--- src/rtl/pcie_read_mod_pkg.sv ---
// Shared PCIe mailbox definitions: read-path FSM states, mailbox word offsets, toggle bit.
package libpcie;

  typedef enum logic [2:0] {
    IDLE,
    POLL_I,
    POLL_W,
    RD_I,
    RD_W,
    PRESENT
  } pcie_rd_state_type;

  localparam logic [1:0] W0 = 2'd0;
  localparam logic [1:0] W1 = 2'd1;
  localparam logic [1:0] W2 = 2'd2;
  localparam logic [1:0] W3 = 2'd3;

  localparam int TOG_BIT = 31;

endpackage

--- src/rtl/pcie_read_mod.sv ---
// Host-to-FPGA mailbox reader: polls word 3 for a toggle flip, then reads words 0..2
// and presents the 128-bit message over a valid/accept handshake.
module pcie_read_mod
  import libpcie::*;
#(
  parameter logic [10:0] BASE_ADDR = 11'h004,
  parameter int          RD_LAT    = 1,
  parameter int          POLL_GAP  = 8
) (
  input  logic         clk,
  input  logic         rst_n,
  input  logic         enable,
  input  logic         RAM_busy,
  input  logic [31:0]  RAM_rdata,
  output logic [10:0]  RAM_addr,
  output logic         RAM_rd_en,
  output logic [127:0] FPGA_data,
  output logic         valid,
  input  logic         accept
);

  localparam logic [2:0]  LAT = 3'(RD_LAT);
  localparam logic [15:0] GAP = 16'(POLL_GAP);

  pcie_rd_state_type r_state, w_state_nxt;
  logic [15:0]  r_gap, w_gap_nxt;
  logic [2:0]   r_lat, w_lat_nxt;
  logic [1:0]   r_idx, w_idx_nxt;
  logic [31:0]  r_w0, r_w1, r_w3;
  logic         r_exp_tog, w_tog_nxt;
  logic [10:0]  r_addr, w_addr_nxt;
  logic         r_rd_en, w_rd_en_nxt;
  logic [127:0] r_data;
  logic         r_valid, w_valid_nxt;
  logic         w_req, w_req_poll;
  logic [1:0]   w_req_off;
  logic         w_lat_done, w_tog_hit, w_load;

  assign w_lat_done = (r_lat == LAT);
  assign w_tog_hit  = (RAM_rdata[TOG_BIT] == r_exp_tog);
  assign w_load     = (r_state == RD_W) && w_lat_done && (r_idx == W2);

  always_comb begin
    w_state_nxt = r_state;
    w_gap_nxt   = r_gap;
    w_lat_nxt   = r_lat;
    w_idx_nxt   = r_idx;
    w_tog_nxt   = r_exp_tog;
    w_addr_nxt  = r_addr;
    w_rd_en_nxt = 1'b0;
    w_valid_nxt = r_valid;
    w_req       = 1'b0;
    w_req_poll  = 1'b0;
    w_req_off   = W0;
    case (r_state)
      IDLE: begin
        // Issuing on the last gap count keeps exactly POLL_GAP idle cycles between polls.
        if (r_gap != 16'd0) w_gap_nxt = r_gap - 16'd1;
        if (r_gap <= 16'd1 && enable) begin
          w_req      = 1'b1;
          w_req_poll = 1'b1;
          w_req_off  = W3;
        end
      end
      POLL_I: begin
        w_req      = 1'b1;
        w_req_poll = 1'b1;
        w_req_off  = W3;
      end
      POLL_W: begin
        if (!w_lat_done) w_lat_nxt = r_lat + 3'd1;
        else if (w_tog_hit) begin
          w_idx_nxt = W0;
          w_req     = 1'b1;
          w_req_off = W0;
        end else begin
          w_state_nxt = IDLE;
          w_gap_nxt   = GAP;
        end
      end
      RD_I: begin
        w_req     = 1'b1;
        w_req_off = r_idx;
      end
      RD_W: begin
        if (!w_lat_done) w_lat_nxt = r_lat + 3'd1;
        else if (r_idx != W2) begin
          w_idx_nxt = r_idx + 2'd1;
          w_req     = 1'b1;
          w_req_off = r_idx + 2'd1;
        end else begin
          w_state_nxt = PRESENT;
          w_valid_nxt = 1'b1;
        end
      end
      PRESENT: begin
        if (r_valid && accept) begin
          w_valid_nxt = 1'b0;
          w_tog_nxt   = ~r_exp_tog;
          w_state_nxt = IDLE;
          w_gap_nxt   = GAP;
        end
      end
      default: w_state_nxt = IDLE;
    endcase
    // Read requests issue straight from the deciding cycle; busy parks the FSM in *_I.
    if (w_req) begin
      w_addr_nxt = BASE_ADDR + {9'd0, w_req_off};
      w_lat_nxt  = 3'd0;
      if (!RAM_busy) begin
        w_rd_en_nxt = 1'b1;
        w_state_nxt = w_req_poll ? POLL_W : RD_W;
      end else begin
        w_state_nxt = w_req_poll ? POLL_I : RD_I;
      end
    end
  end

  always_ff @(posedge clk) begin
    if (!rst_n) begin
      r_state   <= IDLE;
      r_gap     <= '0;
      r_lat     <= '0;
      r_idx     <= W0;
      r_w0      <= '0;
      r_w1      <= '0;
      r_w3      <= '0;
      r_exp_tog <= 1'b1;
      r_addr    <= '0;
      r_rd_en   <= 1'b0;
      r_data    <= '0;
      r_valid   <= 1'b0;
    end else begin
      r_state   <= w_state_nxt;
      r_gap     <= w_gap_nxt;
      r_lat     <= w_lat_nxt;
      r_idx     <= w_idx_nxt;
      r_exp_tog <= w_tog_nxt;
      r_addr    <= w_addr_nxt;
      r_rd_en   <= w_rd_en_nxt;
      r_valid   <= w_valid_nxt;
      if (r_state == POLL_W && w_lat_done) r_w3 <= RAM_rdata;
      if (r_state == RD_W && w_lat_done && r_idx == W0) r_w0 <= RAM_rdata;
      if (r_state == RD_W && w_lat_done && r_idx == W1) r_w1 <= RAM_rdata;
      // Word 2 goes straight into the message as it arrives.
      if (w_load) r_data <= {r_w3, RAM_rdata, r_w1, r_w0};
    end
  end

  assign RAM_addr  = r_addr;
  assign RAM_rd_en = r_rd_en;
  assign FPGA_data = r_data;
  assign valid     = r_valid;

endmodule

--- config.mk ---
export PLATFORM = sky130hd
export DESIGN_NAME = pcie_read_mod
export DESIGN_NICKNAME = d
export VERILOG_FILES = /design/src/rtl/pcie_read_mod_pkg.sv /design/src/rtl/pcie_read_mod.sv
export SDC_FILE = /design/constraint.sdc
export NUM_CORES = 1
export LEC_CHECK = 0
export CAP_MARGIN = 20
export CORE_MARGIN = 2
export CORE_UTILIZATION = 47
export DETAILED_ROUTE_END_ITERATION = 8
export HOLD_SLACK_MARGIN = 0.15
export PLACE_DENSITY = 0.76
export RECOVER_POWER = 25
export SYNTH_ARGS = -nofsm -noshare
export SYNTH_HDL_FRONTEND = slang
export SYNTH_SLANG_ARGS = --single-unit
--- constraint.sdc ---
create_clock -name clk -period 2.05 [get_ports clk]
set_input_delay 0.3075 -clock clk [delete_from_list [all_inputs] [get_ports clk]]
set_output_delay 0.3075 -clock clk [all_outputs]
set_load 0.05 [all_outputs]
==> qor.csv <==
stage,metric,value,unit
clock_network,clock_latency,0.52,ns
synthesis,async_flop_share,0,
grt,grt_pass1_wl,42000,um
synthesis,yosysWarnings,0,
grt,grt_pass1_vias,7967,
clock_network,cts_tree,built,
synthesis,avgSynthCellArea,7.86,um^2
die,io_pins,178,
clock_network,numCtsBuffers,26,
grt,globalRouteOverflowTotal,0,
synthesis,synth_area_leaders,"dfxtp_1 (54%), nand2_1 (18%), a21oi_1 (12%)",
synthesis,ys_dominant_reg_cell,dfxtp_1,
finish,final_design_area_no_fill,12500,um^2
hold_path,hp-class,flip-flop to flip-flop,
sta,rsz0062_at_grt,yes,
clock_network,clockBufferDepth,3,
die,initial_core_util,0.474,
clock_network,clkSinkCount,254,
synthesis,synth_common_cells,"nand2_1 (465), dfxtp_1 (254), a21oi_1 (229), clkbuf_1 (76), nor3_1 (18)",
die,fp-row-count,52,
synthesis,synth_edf_count,0,
flow_run,drv_cap,0,
sta,setup_viol,0,
sta,min_period,2.01,ns
die,core,20000,um^2
setup_path,critPathKind,flip-flop to flip-flop,
place,hpwl,17100,um
routing,drt_iter0_markers,673,
synthesis,synth_seq_cells,254,
sta,worst_pin_slew,0.685,ns
die,die_area,21400,um^2
routing,wl_per_cell,16.3,um
routing,viasPerCell,5.24,
sta,tns,0,ns
power,vdd_drop_max,0.000808,V
routing,post-route-drc-count,0,
place,io_buffers,169,
sta,fin_skew,0.0151,ns
routing,num_vias,8639,
finish,area_growth,32.0,%
finish,nets,1411,
synthesis,ys_seq_area_frac,0.535,
setup_path,cp_slowest_cell,or4_4,
outcome,status,completed,
place,dp_cells,1602,
finish,fin_util,0.626,
finish,diodes,0,
routing,ant_nets,0,
routing,totalWireLength,26900,um
grt,antenna_found_initial,0,
sta,drv_slew,0,
sta,finalHoldViolCount,0,
setup_path,reg2reg_depth,7,
place,dpl_cell_area,11700,um^2
clock_network,root_buffer,clkbuf_16,
synthesis,synth_largest_area_cell,dfxtp_1,
finish,stdcell_count,1650,
setup_path,path_max_fanout,4,
clock_network,cts_max_level,1,
die,die_h,146,um
clock_network,path_clk_slew,0.06,ns
die,chipWidth,146,um
power,p_leak,4.26,nW
sta,fmax,0.497,GHz
hold_path,hold_path_depth,2,
setup_path,worstPathRequired,2.45,ns
power,p_per_area,1060,nW/um^2
sta,min_period_over_period,0.982,
sta,relSlewSlack,0.545,
grt,grt_max_degree,78,
synthesis,synth_cell_types,53,
clock_network,hold_buffers,0,
routing,dr.pass1.iters,5,
synthesis,yosysTopAreaCellShare,0.535,
synthesis,synthCells,1208,
finish,drive_gt1_frac,0.0862,
setup_path,cp-end-kind,flip-flop,
setup_path,worstPathCellList,"or4_4, nor4_4, and4b_1, nor2_1, ha_1, o21ai_0, a21oi_1",
setup_path,cp_data_arrival_time,2.41,ns
synthesis,mappedNetlistArea,9500,um^2
setup_path,startpoint_type,flip-flop,
place,gp_congestion,0.924,
synthesis,synth.most_common_cell,nand2_1,
grt,grt_usage,0.239,
setup_path,critPathMaxStageDelay,0.55,ns
power,total_power,13.2,mW
[final timing paths]
check | startpoint | endpoint | slack, ns
setup / recovery | r_gap[12] | r_state[1] | 0.04
hold / removal | r_w0[5] | FPGA_data[5] | 0.45
setup reg to reg | r_gap[12] | r_state[1] | 0.04
hold reg to reg | r_w0[5] | FPGA_data[5] | 0.45
[layout by cell type (no fill, tap or decap), types with 5 or more instances in the layout]
master and n:
inv_1 5, clkbuf_16 28, o21a_1 5, conb_1 8, nand2_1 464, dfxtp_1 250, buf_4 39, ha_1 7
clkbuf_8 9, clkbuf_1 14, nand3_1 10, a21oi_1 229, nor2_1 14, nor4_1 5, a31oi_1 6, o21ai_0 11
a32o_1 8, clkdlybuf4s50_1 157, nor3_1 17, buf_12 6
[kinds of logic (layout without fill, tap and decap cells)]
| family | count (synthesis) | after routing | synth area share |
|---|---|---|---|
| simple gates | 546 | 546 | 0.233 |
| compound gates | 282 | 282 | 0.164 |
| flops | 254 | 254 | 0.535 |
| buf+inv | 108 | 273 | 0.0478 |
| fa+ha+maj | 10 | 10 | 0.0129 |
| xor+xnor | 5 | 5 | 0.00461 |
| mux | 2 | 2 | 0.00224 |
| other cells | 1 | 8 | 0.000395 |
[state kept, by name (all words and copies together) (netlist names), 2 cells and up]
name,flops
FPGA_data,128
RAM_addr,3
r_gap,16
r_idx,2
r_lat,3
r_state,3
r_w0,32
r_w1,32
r_w3,32
[area by class of cell]
type,instances,area (um^2)
fill,1769,7500
sequential,254,5090
multi-input combinational,853,4080
timing repair buffer,222,2140
clock buffer,39,811
tap,270,338
clock inverter,4,45.0
inverter,8,37.5
[layer usage]
metal,GRT usage,wire length (um)
met3,0.0450,1870
met5,0,0
met2,0.377,12300
met4,0.0670,587
met1,0.336,12100
[power breakdown]
part           switching [mW]  internal [mW]  total [mW]  leakage (nW)
logic                    1.79           1.37        3.16          1.79
registers               0.233           5.17        5.41          2.05
clock network            1.85           2.82        4.67         0.427
total                    3.87           9.37        13.2          4.26
[worst max-delay path: cells and delay by family, from the launching register on]
family | cells | cell delay (ns)
flip-flops | 1 | 0.31
AO/OA/AOI/OAI | 2 | 0.16
AND/OR/NAND/NOR | 4 | 1.17
adder cells (fa/ha/maj) | 1 | 0.26
[through the flow]
| stage | hold slack [ns] | setup slack (ns) |
|---|---|---|
| 2_1_floorplan | 0.387 | -0.0655 |
| 3_3_place_gp | 0.436 | -0.100 |
| 3_5_place_dp | 0.443 | -0.107 |
| 4_1_cts | 0.447 | 0.00760 |
| 5_1_grt | 0.458 | -0.0920 |
| 6_report | 0.451 | 0.0362 |
[timing repair]
action,CTS,global route
setup endpoints to repair,9,91
gates cloned,0,2
resized for setup,6,21
setup buffers,0,3
pin swaps,0,3
Power figures use the tool's default switching activity.
